## config.mk

```make
export PLATFORM = sky130hd
export DESIGN_NAME = router_pkt_ctrl
export DESIGN_NICKNAME = d
export VERILOG_FILES = /design/src/rtl/router_pkt_ctrl.sv
export SDC_FILE = /design/constraint.sdc
export NUM_CORES = 1
export LEC_CHECK = 0
export BUFFER_PORTS_ARGS = -buffer_cell sky130_fd_sc_hd__buf_2
export CORE_MARGIN = 2
export CORE_UTILIZATION = 51
export CTS_CLUSTER_SIZE = 25
export DETAILED_ROUTE_END_ITERATION = 16
export PLACE_DENSITY = 0.75
export SKIP_CTS_REPAIR_TIMING = 1
export SLEW_MARGIN = 20
export SYNTH_ARGS = -nofsm -noshare
export SYNTH_HDL_FRONTEND = slang
export SYNTH_SLANG_ARGS = --single-unit
```

## constraint.sdc

```tcl
create_clock -name clk -period 2.1 [get_ports clk]
set_input_delay 0 -clock clk [delete_from_list [all_inputs] [get_ports clk]]
set_output_delay 0 -clock clk [all_outputs]
set_load 0.1 [all_outputs]
```

## src/rtl/router_pkt_ctrl.sv

```systemverilog
// Input-port packet controller: parses the header, steers header/payload/parity bytes
// to the addressed output FIFO, checks running parity and discards invalid-address packets.
module router_pkt_ctrl #(
    parameter  int DATA_W = 8,
    parameter  int ADDR_W = 2,
    localparam int NPORT  = 2**ADDR_W - 1
) (
    input  logic              clk,
    input  logic              rst,
    input  logic              pkt_valid,
    input  logic [DATA_W-1:0] data_in,
    input  logic [NPORT-1:0]  fifo_full,
    output logic              busy,
    output logic [NPORT-1:0]  fifo_we,
    output logic [DATA_W-1:0] fifo_din,
    output logic              pkt_done,
    output logic              parity_err,
    output logic              pkt_drop
);

    localparam int CNT_W = DATA_W - ADDR_W;
    localparam int NSLOT = 2**ADDR_W;

    typedef enum logic [2:0] {
        S_IDLE,
        S_PAYLOAD,
        S_PARITY,
        S_CHECK,
        S_DROP
    } state_t;

    state_t              state_q, state_d;
    logic [ADDR_W-1:0]   dest_q, dest_d;
    logic [CNT_W-1:0]    cnt_q, cnt_d;
    logic [DATA_W-1:0]   parity_q, parity_d;
    logic                mismatch_q, mismatch_d;
    logic [NPORT-1:0]    fifo_we_q, fifo_we_d;
    logic [DATA_W-1:0]   fifo_din_q, fifo_din_d;
    logic                pkt_done_q, pkt_done_d;
    logic                parity_err_q, parity_err_d;
    logic                pkt_drop_q, pkt_drop_d;

    logic [ADDR_W-1:0]   hdr_addr;
    logic [CNT_W-1:0]    hdr_len;
    logic                addr_ok;
    logic [NSLOT-1:0]    full_ext;
    logic                busy_c;
    logic                accept;

    function automatic logic [NPORT-1:0] port_sel(input logic [ADDR_W-1:0] a);
        port_sel = NPORT'(1) << a;
    endfunction

    assign hdr_addr = data_in[ADDR_W-1:0];
    assign hdr_len  = data_in[DATA_W-1:ADDR_W];
    assign addr_ok  = (hdr_addr != {ADDR_W{1'b1}});
    // Pad the full flags so the invalid all-ones address indexes a constant 0.
    assign full_ext = {1'b0, fifo_full};

    always_comb begin
        busy_c = 1'b0;
        case (state_q)
            S_IDLE:              busy_c = pkt_valid & addr_ok & full_ext[hdr_addr];
            S_PAYLOAD, S_PARITY: busy_c = full_ext[dest_q];
            S_CHECK:             busy_c = 1'b1;
            default:             busy_c = 1'b0;
        endcase
    end

    assign accept = pkt_valid & ~busy_c;

    always_comb begin
        state_d      = state_q;
        dest_d       = dest_q;
        cnt_d        = cnt_q;
        parity_d     = parity_q;
        mismatch_d   = mismatch_q;
        fifo_we_d    = '0;
        fifo_din_d   = fifo_din_q;
        pkt_done_d   = 1'b0;
        parity_err_d = 1'b0;
        pkt_drop_d   = 1'b0;

        case (state_q)
            S_IDLE: begin
                if (accept) begin
                    cnt_d = hdr_len;
                    if (addr_ok) begin
                        dest_d     = hdr_addr;
                        parity_d   = data_in;
                        mismatch_d = 1'b0;
                        fifo_we_d  = port_sel(hdr_addr);
                        fifo_din_d = data_in;
                        state_d    = (hdr_len != '0) ? S_PAYLOAD : S_PARITY;
                    end else begin
                        state_d = S_DROP;
                    end
                end
            end
            S_PAYLOAD: begin
                if (accept) begin
                    fifo_we_d  = port_sel(dest_q);
                    fifo_din_d = data_in;
                    parity_d   = parity_q ^ data_in;
                    cnt_d      = cnt_q - CNT_W'(1);
                    if (cnt_q == CNT_W'(1)) begin
                        state_d = S_PARITY;
                    end
                end
            end
            S_PARITY: begin
                if (accept) begin
                    fifo_we_d  = port_sel(dest_q);
                    fifo_din_d = data_in;
                    mismatch_d = (data_in != parity_q);
                    state_d    = S_CHECK;
                end
            end
            S_CHECK: begin
                pkt_done_d   = 1'b1;
                parity_err_d = mismatch_q;
                state_d      = S_IDLE;
            end
            S_DROP: begin
                // Remaining payload is counted down, then the parity byte ends the drop.
                if (accept) begin
                    if (cnt_q == '0) begin
                        pkt_drop_d = 1'b1;
                        state_d    = S_IDLE;
                    end else begin
                        cnt_d = cnt_q - CNT_W'(1);
                    end
                end
            end
            default: begin
                state_d = S_IDLE;
            end
        endcase
    end

    always_ff @(posedge clk or posedge rst) begin
        if (rst) begin
            state_q      <= S_IDLE;
            dest_q       <= '0;
            cnt_q        <= '0;
            parity_q     <= '0;
            mismatch_q   <= 1'b0;
            fifo_we_q    <= '0;
            fifo_din_q   <= '0;
            pkt_done_q   <= 1'b0;
            parity_err_q <= 1'b0;
            pkt_drop_q   <= 1'b0;
        end else begin
            state_q      <= state_d;
            dest_q       <= dest_d;
            cnt_q        <= cnt_d;
            parity_q     <= parity_d;
            mismatch_q   <= mismatch_d;
            fifo_we_q    <= fifo_we_d;
            fifo_din_q   <= fifo_din_d;
            pkt_done_q   <= pkt_done_d;
            parity_err_q <= parity_err_d;
            pkt_drop_q   <= pkt_drop_d;
        end
    end

    assign busy       = busy_c;
    assign fifo_we    = fifo_we_q;
    assign fifo_din   = fifo_din_q;
    assign pkt_done   = pkt_done_q;
    assign parity_err = parity_err_q;
    assign pkt_drop   = pkt_drop_q;

endmodule

```

==> metrics.csv <==
stage,metric,value,unit
run_status,status,finished clean,
global_route,gr-total-overflow,0,
clock_tree,clk_pin_slew,0.07,ns
finish,fin_cells,316,
sta,max_slew_margin,64.3,%
sta,period_share,98.4,%
clock_tree,clock_path_buffers,2,
clock_tree,cts_buffers,5,
placed_design,placed_area,0.00235,mm^2
finish,drive_above_1_share,26.3,%
pwr,power.switching,2.34,mW
placed_design,gp_congestion,0.892,
finish,n_antenna_cell,0,
pwr,ir_worst_vdd,0.927,mV
detailed_routing,via_count,1888,
clock_tree,cts_root_buf,clkbuf_8,
finish,fillers,341,
detailed_routing,first_iter_violations,151,
pwr,seqPwrFrac,27.2,%
sta,hold_violations,0,
clock_tree,cts_tree,yes,
detailed_routing,vias_per_cell,5.97,
finish,final_common_cell,dfrtp_1,
placed_design,dpl.hpwl,3.88,mm
synthesis,synth_edf_count,0,
floorplan,die_y,67.6,um
pwr,pwr-share-clk,10.2,%
synthesis,synth-seq-cells,34,
worst_setup_path,critical_path_class,flip-flop to flip-flop,
sta,rsz0062_at_grt,yes,
detailed_routing,wl,5.23,mm
worst_setup_path,start_kind,flip-flop,
sta,worst_slew_pin_slew,0.531,ns
synthesis,yosysUniqueCellTypes,46,
detailed_routing,top_layer,met4,
sta,fin_crit,2.07,ns
sta,slew_violations,0,
clock_tree,cts_sinks,34,
finish,area_growth,19.0,%
floorplan,core_area,0.00394,mm^2
synthesis,syn_avg_cell_area,9.18,um^2
synthesis,seq_area_frac_synth,41.2,%
floorplan,ios,29,
global_route,grt_pass1_vias,1806,
detailed_routing,wl_met3,263,um
min_path,worst_hold_path_type,primary input to flip-flop,
finish,fin_util,62.4,%
floorplan,initial_core_util,52.4,%
synthesis,syn_inst,225,
detailed_routing,drc,0,
global_route,grt_antenna_before_repair,0,
floorplan,fp.dieW,67.6,um
pwr,internal_power,2.13,mW
worst_setup_path,rrSetupSlack,0.03,ns
placed_design,io_buffers,28,
detailed_routing,wl_per_cell,16.5,um
sta,fmax,484,MHz
run,maxCapViolations,0,
finish,final_net_count,283,
synthesis,synthFlopType,dfrtp_1,
pwr,pwr-share-comb,62.6,%
finish,finalInstanceArea,0.00246,mm^2
clock_tree,clkLatencyLatePin,0.28,ns
detailed_routing,met1_length,2.32,mm
synthesis,synthArstFlopShare,100,%
finish,final_cell_mix,"34 x dfrtp_1, 27 x nand2_1, 27 x buf_2",
sta,tns,0,ns
floorplan,die-area,0.00458,mm^2
sta,hold_slack,0.0527,ns
clock_tree,htree_levels,2,
synthesis,synthesis.area,0.00207,mm^2
worst_setup_path,cp_max_fo,11,
placed_design,dp_cells,308,
detailed_routing,ant_nets,0,
global_route,grt_pass1_wl,8.61,mm
pwr,power.density,1820,mW/mm^2
detailed_routing,drtPass1Iterations,4,
pwr,leakagePower,1.12,nW
worst_setup_path,critPathRequiredTime,2.27,ns
worst_setup_path,arrival,2.23,ns
worst_setup_path,cp-end-kind,flip-flop,
global_route,grt_max_degree,35,
sta,fin_worst_skew,0.00577,ns
synthesis,syn-num-nets,242,
floorplan,rows,23,
pwr,switching_share,52.4,%
synthesis,yosysWarnings,0,
global_route,grt_use_total,25.2,%
detailed_routing,wl_met2,2.53,mm
sta,setup_viol,0,
==> final timing paths <==
kind | from | endpoint | depth (start not counted)
max in group asynchronous | rst | parity_q[6] | 4
worst min register to register | fifo_din[3] | fifo_din[3] | 1
min in group asynchronous | rst | parity_q[1] | 4
worst min-delay path | data_in[6] | parity_q[6] | 3
worst max register to register | state_q[1] | fifo_din[6] | 5
worst max-delay path | state_q[1] | fifo_din[6] | 5
==> final cells by class <==
cell class                      count  area, um^2  share of cell area [%]
Tap cell                           50        62.6                    2.54
Clock buffer                        7        76.3                    3.10
Sequential cell                    34         851                    34.6
Timing Repair Buffer               46         293                    11.9
Multi-Input combinational cell    171        1150                    46.6
Inverter                            8        30.0                    1.22
==> flip-flops by register name, indices dropped and copies added, names as in the netlist <==
register / cells
fifo_din: 8
parity_q: 8
cnt_q: 6
fifo_we: 3
state_q: 3
dest_q: 2
mismatch_q: 1
parity_err: 1
pkt_done: 1
pkt_drop: 1
==> routing by layer <==
metal	GRT usage, %	up-vias
met5	0	-
met4	8.93	0
met3	5.33	11
met2	41.8	66
met1	32.2	909
li1	-	902
==> power groups by stage <==
stage | Combinational [mW] | Clock, mW | Sequential (mW)
6_report | 2.80 | 0.458 | 1.22
4_1_cts | 2.75 | 0.466 | 1.20
5_1_grt | 3.02 | 0.492 | 1.26
3_3_place_gp | 2.70 | 0 | 1.20
2_1_floorplan | 1.46 | 0 | 1.85
3_5_place_dp | 2.74 | 0 | 1.21
==> per-stage QoR <==
stage	setup WS (ns)	total power, mW
floorplan	0.0699	3.31
global placement	0.123	3.90
detailed placement	0.0797	3.95
CTS	0.0663	4.42
global route	-0.00988	4.77
finish	0.0331	4.47
==> cell families (layout without fill, tap and decap cells) <==
logic type	after synthesis	in the layout	share of synthesized area, %
AOI/OAI and AO/OA	59	59	18.7
xor gates and xnor gates	10	10	4.24
adders and majority gates	4	4	2.36
buffers and inverters	20	61	4.42
DFF	34	34	41.2
muxes	10	10	6.42
and+or+nand+nor	88	88	22.7
==> worst max-delay path, stage by stage (launching register included) <==
cell and delay [ns]:
dfrtp_1 0.43, buf_4 0.19, maj3_2 0.34, and2_4 0.20, or3_4 0.47, mux2_4 0.32
==> synthesized netlist by cell type (all sizes together), types with 3 or more instances <==
cell | instances | area (um^2)
buf | 4 | 31.3
a211oi | 4 | 30.0
o21ai | 9 | 45.0
mux2 | 8 | 113
o211ai | 5 | 37.5
nor3 | 6 | 30.0
a21oi | 17 | 85.1
nor4 | 5 | 43.8
nand3b | 13 | 97.6
o41ai | 3 | 26.3
nand2 | 27 | 101
nor2 | 20 | 75.1
xnor2 | 10 | 87.6
ha | 3 | 37.5
clkbuf | 8 | 30.0
nor3b | 3 | 22.5
a31oi | 5 | 31.3
dfrtp | 34 | 851
inv | 8 | 30.0
(Power assumes the default switching activity.)
